**config.mk**
```make
export PLATFORM = sky130hd
export DESIGN_NAME = uart_tx_fifo
export DESIGN_NICKNAME = d
export VERILOG_FILES = /design/src/rtl/uart_tx_fifo_pkg.sv /design/src/rtl/uart_tx_fifo_mem.sv /design/src/rtl/uart_tx_fifo.sv
export SDC_FILE = /design/constraint.sdc
export NUM_CORES = 1
export LEC_CHECK = 0
export CORE_MARGIN = 2
export CORE_UTILIZATION = 45
export DETAILED_ROUTE_END_ITERATION = 10
export GPL_TIMING_DRIVEN = 0
export HOLD_SLACK_MARGIN = 0.12
export PLACE_DENSITY_LB_ADDON = 0.25
export RECOVER_POWER = 50
export SLEW_MARGIN = 10
export SYNTH_ARGS = -nofsm -noshare
export SYNTH_HDL_FRONTEND = slang
export SYNTH_SLANG_ARGS = --single-unit
```
**constraint.sdc**
```tcl
create_clock -name clk -period 2.55 [get_ports clk]
set_input_delay 0.51 -clock clk [delete_from_list [all_inputs] [get_ports clk]]
set_output_delay 0.51 -clock clk [all_outputs]
set_load 0.05 [all_outputs]
```
**src/rtl/uart_tx_fifo_pkg.sv**
```systemverilog
// rtl/uart_tx_fifo_pkg.sv - shared UART constants and FIFO sizing helpers
package uart_tx_fifo_pkg;

    localparam int UART_DATA_WIDTH = 8;
    localparam int CLOCK_FREQ      = 50_000_000;
    localparam int BAUD_RATE       = 115_200;
    localparam int TX_FIFO_DEPTH   = 8;
    localparam int OVF_CNT_W       = 16;

    function automatic bit is_pow2_ge2(input int n);
        return (n >= 2) && ((n & (n - 1)) == 0);
    endfunction

endpackage

```
**src/rtl/uart_tx_fifo_mem.sv**
```systemverilog
// rtl/uart_tx_fifo_mem.sv - DEPTH x WIDTH register array, one write port, one async read port
module fifo_mem #(
    parameter int WIDTH = 8,
    parameter int DEPTH = 8
) (
    input  logic                     clk,
    input  logic                     we,
    input  logic [$clog2(DEPTH)-1:0] waddr,
    input  logic [WIDTH-1:0]         wdata,
    input  logic [$clog2(DEPTH)-1:0] raddr,
    output logic [WIDTH-1:0]         rdata
);

    logic [WIDTH-1:0] r_mem [DEPTH];

    // Contents survive reset on purpose; the pointers alone define what is valid.
    always_ff @(posedge clk) begin
        if (we) begin
            r_mem[waddr] <= wdata;
        end
    end

    assign rdata = r_mem[raddr];

endmodule

```
**src/rtl/uart_tx_fifo.sv**
```systemverilog
// rtl/uart_tx_fifo.sv - first-word fall-through FIFO feeding the UART transmitter; UART_TX_FIFO_STATS_EN adds overflow_cnt
module uart_tx_fifo
    import uart_tx_fifo_pkg::*;
#(
    parameter int WIDTH = UART_DATA_WIDTH,
    parameter int DEPTH = TX_FIFO_DEPTH
) (
    input  logic                       clk,
    input  logic                       reset,
    input  logic [WIDTH-1:0]           enq_data,
    input  logic                       enq_valid,
    output logic                       enq_ready,
    output logic [WIDTH-1:0]           deq_data,
    output logic                       deq_valid,
    input  logic                       deq_ready,
    output logic [$clog2(DEPTH):0]     count
`ifdef UART_TX_FIFO_STATS_EN
   ,output logic [OVF_CNT_W-1:0]       overflow_cnt
`endif
);

    localparam int AW = $clog2(DEPTH);
    localparam int PW = AW + 1;

    if (!is_pow2_ge2(DEPTH)) begin : g_depth_check
        $error("uart_tx_fifo: DEPTH must be a power of 2 and >= 2");
    end

    logic [PW-1:0] r_wr_ptr;
    logic [PW-1:0] r_rd_ptr;
    logic          w_empty;
    logic          w_full;
    logic          w_push;
    logic          w_pop;

    // Extra MSB on each pointer tells a full ring from an empty one.
    assign w_empty = (r_wr_ptr == r_rd_ptr);
    assign w_full  = (r_wr_ptr[AW-1:0] == r_rd_ptr[AW-1:0]) &&
                     (r_wr_ptr[AW] != r_rd_ptr[AW]);

    assign w_push = enq_valid && !w_full;
    assign w_pop  = deq_ready && !w_empty;

    always_ff @(posedge clk) begin
        if (reset) begin
            r_wr_ptr <= '0;
            r_rd_ptr <= '0;
        end else begin
            if (w_push) begin
                r_wr_ptr <= r_wr_ptr + PW'(1);
            end
            if (w_pop) begin
                r_rd_ptr <= r_rd_ptr + PW'(1);
            end
        end
    end

    assign enq_ready = !w_full;
    assign deq_valid = !w_empty;
    assign count     = r_wr_ptr - r_rd_ptr;

    fifo_mem #(
        .WIDTH (WIDTH),
        .DEPTH (DEPTH)
    ) u_mem (
        .clk   (clk),
        .we    (w_push),
        .waddr (r_wr_ptr[AW-1:0]),
        .wdata (enq_data),
        .raddr (r_rd_ptr[AW-1:0]),
        .rdata (deq_data)
    );

`ifdef UART_TX_FIFO_STATS_EN
    logic [OVF_CNT_W-1:0] r_overflow_cnt;

    always_ff @(posedge clk) begin
        if (reset) begin
            r_overflow_cnt <= '0;
        end else if (enq_valid && w_full && (r_overflow_cnt != {OVF_CNT_W{1'b1}})) begin
            r_overflow_cnt <= r_overflow_cnt + OVF_CNT_W'(1);
        end
    end

    assign overflow_cnt = r_overflow_cnt;
`endif

endmodule

```
# After elaboration in Yosys (flattened, before gate mapping)
# Memory sizes are Yosys's and may differ from the RTL's. A register that Yosys moved wholly into a read port is not among the register bits.
# Cells that the tools add are included.
[classes] reduce_logical=5 addsub=3 eq_ne=3 muxes=4
[ops] op="4-bit by 1-bit adder with 4-bit output (second input constant)" count=2
[ops] op="3-bit two-way mux" count=2
[ops] op="4-bit == test" count=1
[ops] op="4-bit subtractor" count=1
[ops] op="3-bit == test" count=1
[ops] op="1-bit logical AND" count=3
[ops] op="1-bit logical NOT" count=2
[ops] op="1-bit two-way mux" count=2
[ops] op="1-bit != test" count=1
[word_totals] out_inout_bits=14 memories=1 elab_cells=18 inputBits=12 register_bits=8 mem_bits_rw=64
[mem_list] memory="u_mem.r_mem" words=8 word_bits=8 read_ports=1 rd_ports_with_merged_regs=1 wr=1 line_no="uart_tx_fifo_mem.sv:14" source="logic [WIDTH-1:0] r_mem [DEPTH];"

# Logic depth before layout (Yosys ltp)
[logic_depth] depth_word=6 mapped_depth=6 depth_no_buf=6

# Cells and area by module
# A second synthesis with hierarchy kept.
[hier_totals] hier_cells=164 area_unflattened_um2=3047.9
[by_module_without_submodules] module="fifo_mem" area_per_inst_um2=2531.2 seq_area_each_um2=1921.8 cells_each=106 n_inst=1
[by_module_without_submodules] module="uart_tx_fifo" area_per_inst_um2=516.7 seq_area_each_um2=160.2 cells_each=58 n_inst=1

# Worst setup path before layout
# No wires, ideal clock.
[synth_timing] kind="register to register" from="reg r_wr_ptr[0]" to="mem u_mem.r_mem[2][0], enable pin" stages_incl_launch_ff=7 setup_ns=0.383 period_less_slack_ns=2.585 arrival_ns=2.202 setup_slack_ns=-0.035 required_ns=2.167 path_buffers=0 cell_sequence="dfxtp_1 -> inv_1 -> ha_1 -> and3_1 -> nand2_1 -> nand3_1 -> nor3_1"
[synth_between] elab_chain_len=6
[synth_rtl] element="start, declared" line_no="uart_tx_fifo.sv:29" source="logic [PW-1:0] r_wr_ptr;"
[synth_rtl] element="start signal, assigned" line_no="uart_tx_fifo.sv:50" source="r_wr_ptr <= r_wr_ptr + PW'(1);"
[synth_rtl] element="3-bit == test" line_no="uart_tx_fifo.sv:38" source="assign w_full = (r_wr_ptr[AW-1:0] == r_rd_ptr[AW-1:0]) &&"
[synth_rtl] element="1-bit logical AND" line_no="uart_tx_fifo.sv:38"
[synth_rtl] element="1-bit logical NOT"
[synth_rtl] element="via enq_ready" line_no="uart_tx_fifo.sv:12" source="output logic enq_ready,"
[synth_rtl] element="1-bit logical AND" line_no="uart_tx_fifo.sv:41" source="assign w_push = enq_valid && !w_full;"
[synth_rtl] element="1-bit two-way mux" line_no="uart_tx_fifo_mem.sv:18" source="if (we) begin"
[synth_rtl] element="1-bit two-way mux (implied by the code)" line_no="uart_tx_fifo_mem.sv:19" source="r_mem[waddr] <= wdata;"
[synth_rtl] element="end, declared" line_no="uart_tx_fifo_mem.sv:14"
# The timed path passes the listed nets, and every way through them passes these cells.

==> summary.md <==
| Metric | Value |
|---|---|
| Cell Chain, Critical Path | `buf_6 > buf_12 > mux4_1 > mux2_2 > buf_4` |
| Post-synthesis sequential area ratio | `~69%` |
| Arr. time, crit path | `a little under 2000 ps` |
| Max cap viols | `0` |
| Final slew viol count | `0` |
| Worst-path fanout max | `10` |
| Pre-CTS WS | `-316.6 ps` |
| Worst Path Required | `between 2000 and 2500 ps` |
| Die width | `slightly below 90 um` |
| CTS tree | `done` |
| Total grt overflow | `0` |
| Post-synth top cells | `64 x edfxtp_1, 15 x mux4_1, 12 x nor2_1` |
| H-tree levels | `3` |
| EDFF count, synth | `between 60 and 70` |
| GR Util All Layers | `15.95%` |
| Filler instances | `roughly 520` |
| Clock Latency Late Sink | `340 ps` |
| CTS Buffer Depth | `2` |
| Layout Cells excl Fill | `294` |
| Critical path launch point type | `flip-flop` |
| Core area | `approximately 6700 um2` |
| Mean Syn Cell Area | `between 15 and 20 um2` |
| Total Neg Setup Slack | `0 ps` |
| # IOs | `26` |
| Die Y-Extent | `roughly 87 um` |
| Count leader, synth | `edfxtp_1` |
| Max-slew headroom | `between 40% and 50%` |
| Pwr Density | `about 820 nW/um2` |
| Post-Syn Nets | `187` |
| Period minus WS final | `around 2500 ps` |
| Final period util | `96.70%` |
| Root buf cell | `clkbuf_8` |
| Cells after Synth | `about 170` |
| Status | `complete, no violations` |
| Worst hold path type | `flip-flop to flip-flop` |
| Top cells by area, synth | `edfxtp_1 62%, mux4_1 13%, dfxtp_1 7.1%` |
| Share of layout cells above drive strength 1 | `between 20% and 30%` |
| DRT antenna net count | `0` |
| CTS Hold Bufs | `0` |
| Placed inst area | `between 3000 and 4000 um2` |
| Max VDD drop | `a little over 0.6 mV` |
| Synth top area share | `slightly above 60%` |
| Drt total wl | `5.426 mm` |
| DRC | `0` |
| First-pass GRT wire length | `approximately 8.6 mm` |
| Final Instance Area | `between 3000 and 4000 um2` |
| Final Skew | `around 12 ps` |
| Setup ws final | `~84 ps` |
| Critical Path End Type | `output pin` |
| Tot Pwr | `2.998 mW` |
| Post-Syn Area | `3093 um2` |
| Synth Warn # | `0` |
| Fin. Hold Viols | `0` |
| Initial drt markers | `between 40 and 50` |
| TritonCTS Buffers | `9` |
| Ys async rst share | `0%` |
| IO buf count | `25` |
| Die ar. | `7552 um2` |
| Cell taking the most area after synthesis | `edfxtp_1` |
| Slowest CP cell | `mux4_1` |
| Vias in the first global route | `about 1700` |
| Slowest stage delay, CP | `560 ps` |
| P_leak | `between 1 and 1.5 nW` |
| Avg WL per Cell | `around 18 um` |
| Total number of vias | `between 1500 and 2000` |
| Final GP Congestion | `between 0.8 and 0.9` |
| Initial core utilization | `a little under half` |
| Cell total after placement | `~280` |
| Dominant synthesized flop cell | `edfxtp_1` |
| Worst setup path category | `flip-flop to output pin` |
| Area growth syn-to-layout | `18.49%` |
| Least-Margin Pin Slew | `roughly 840 ps` |
| Peak Freq | `between 400 and 500 MHz` |
| Ant diodes | `0` |
| Initial antenna violation count | `0` |
| CTS sink cnt | `between 70 and 80` |
| Synthesized flop and latch total | `75` |
| Via density | `5.429` |
| Final nets | `about 230` |
| RSZ-0062 raised after global routing | `yes` |
| Endpoints failing setup | `0` |
| Row count | `30` |
| Initial DRT Pass Iterations | `4` |
| Largest net degree at the start of global routing | `14` |
| Distinct cells, synth | `29` |
| Clk slew on worst S/H paths | `70 ps` |
| Detail Placement HPWL | `around 3.5 mm` |
worst paths after layout:
path / start / to / slack, ps / cells past startpoint
setup / recovery: flip-flop / deq_data[1] / 80 / 5
hold / removal: r_rd_ptr[3]$_SDFFE_PP0P_ / r_rd_ptr[3]$_SDFFE_PP0P_ / 600 / 2
setup reg to reg: r_wr_ptr[0]$_SDFFE_PP0P_ / u_mem.r_mem[2][0]$_DFFE_PP_ / 100 / 6
hold reg to reg: r_rd_ptr[3]$_SDFFE_PP0P_ / r_rd_ptr[3]$_SDFFE_PP0P_ / 600 / 2
routing by layer:
metal	global-route usage (%)	part of all wire (%)	wire length [um]	up-vias
met3	3.318	3.2	174	9
met1	20.57	43	2331	801
met5	0	0	0	-
li1	-	-	-	752
met4	7.813	2.0	111	0
met2	25.82	52	2810	34
sequential cells by signal, indices dropped and copies added (netlist names), named ones only:
signal / count
r_rd_ptr: 4
r_wr_ptr: 4
u_mem.r_mem: 64
what timing repair did:
item                                    4_1_cts  5_1_grt
endpoints found under the setup margin       22       27
gates resized for setup                      63       13
setup buffers                                 0        4
cloned                                        0        0
worst max-delay path, delay by kind of cell (launching register included):
family   cells  cell delay, ps
flops        1             330
mux          2             840
buf+inv      3             450
cell usage in the layout (no fill, tap or decap), types with 3 or more instances in the layout:
| master | synthesis | routed |
|---|---|---|
| a21oi_1 | 4 | 3 |
| mux4_1 | 15 | 14 |
| nand3_1 | 3 | 3 |
| nor2_1 | 12 | 10 |
| edfxtp_1 | 64 | 64 |
| inv_1 | 7 | 7 |
| clkbuf_8 | 0 | 9 |
| mux2_2 | 8 | 8 |
| dlygate4sd3_1 | 0 | 8 |
| clkdlybuf4s50_1 | 0 | 3 |
| ha_1 | 5 | 5 |
| xnor2_1 | 7 | 7 |
| buf_4 | 0 | 9 |
| dfxtp_1 | 11 | 10 |
| nand2_1 | 5 | 5 |
| xor2_1 | 3 | 3 |
| buf_2 | 1 | 6 |
| nor3_2 | 0 | 4 |
cell type report:
| type | instances | area [um2] | share of cell area, % |
|---|---|---|---|
| Tap cell | 80 | 100.1 | 2.731 |
| Inverter | 7 | 26.28 | 0.7170 |
| Multi-Input combinational cell | 79 | 900.9 | 24.58 |
| Sequential cell | 75 | 2143 | 58.48 |
| Clock buffer | 9 | 123.9 | 3.380 |
| Clock inverter | 7 | 68.82 | 1.878 |
| Timing Repair Buffer | 30 | 246.5 | 6.726 |
| Buffer | 7 | 55.05 | 1.502 |
metrics by stage:
step	util (%)	hold WS, ps
floorplan	-	542.7
global placement	51.32	563.7
detailed placement	51.75	588.4
CTS	53.89	603.0
global route	54.54	633.5
finish	54.54	602.7
logic make-up after synthesis:
group	after synthesis	synth area share, %
AND/OR/NAND/NOR	29	4.207
XOR/XNOR	10	2.832
adder cells (fa/ha/maj)	6	2.670
multiplexers	25	16.71
AO/OA/AOI/OAI	9	1.699
flip-flops	75	69.26
buffers and inverters	15	2.629
power breakdown:
part | internal (mW) | switching (mW)
sequential | 1.37 | 0.0249
combinational | 0.298 | 0.436
clock | 0.448 | 0.420
total | 2.12 | 0.881
Note: power is estimated with default switching activity, not from simulation.
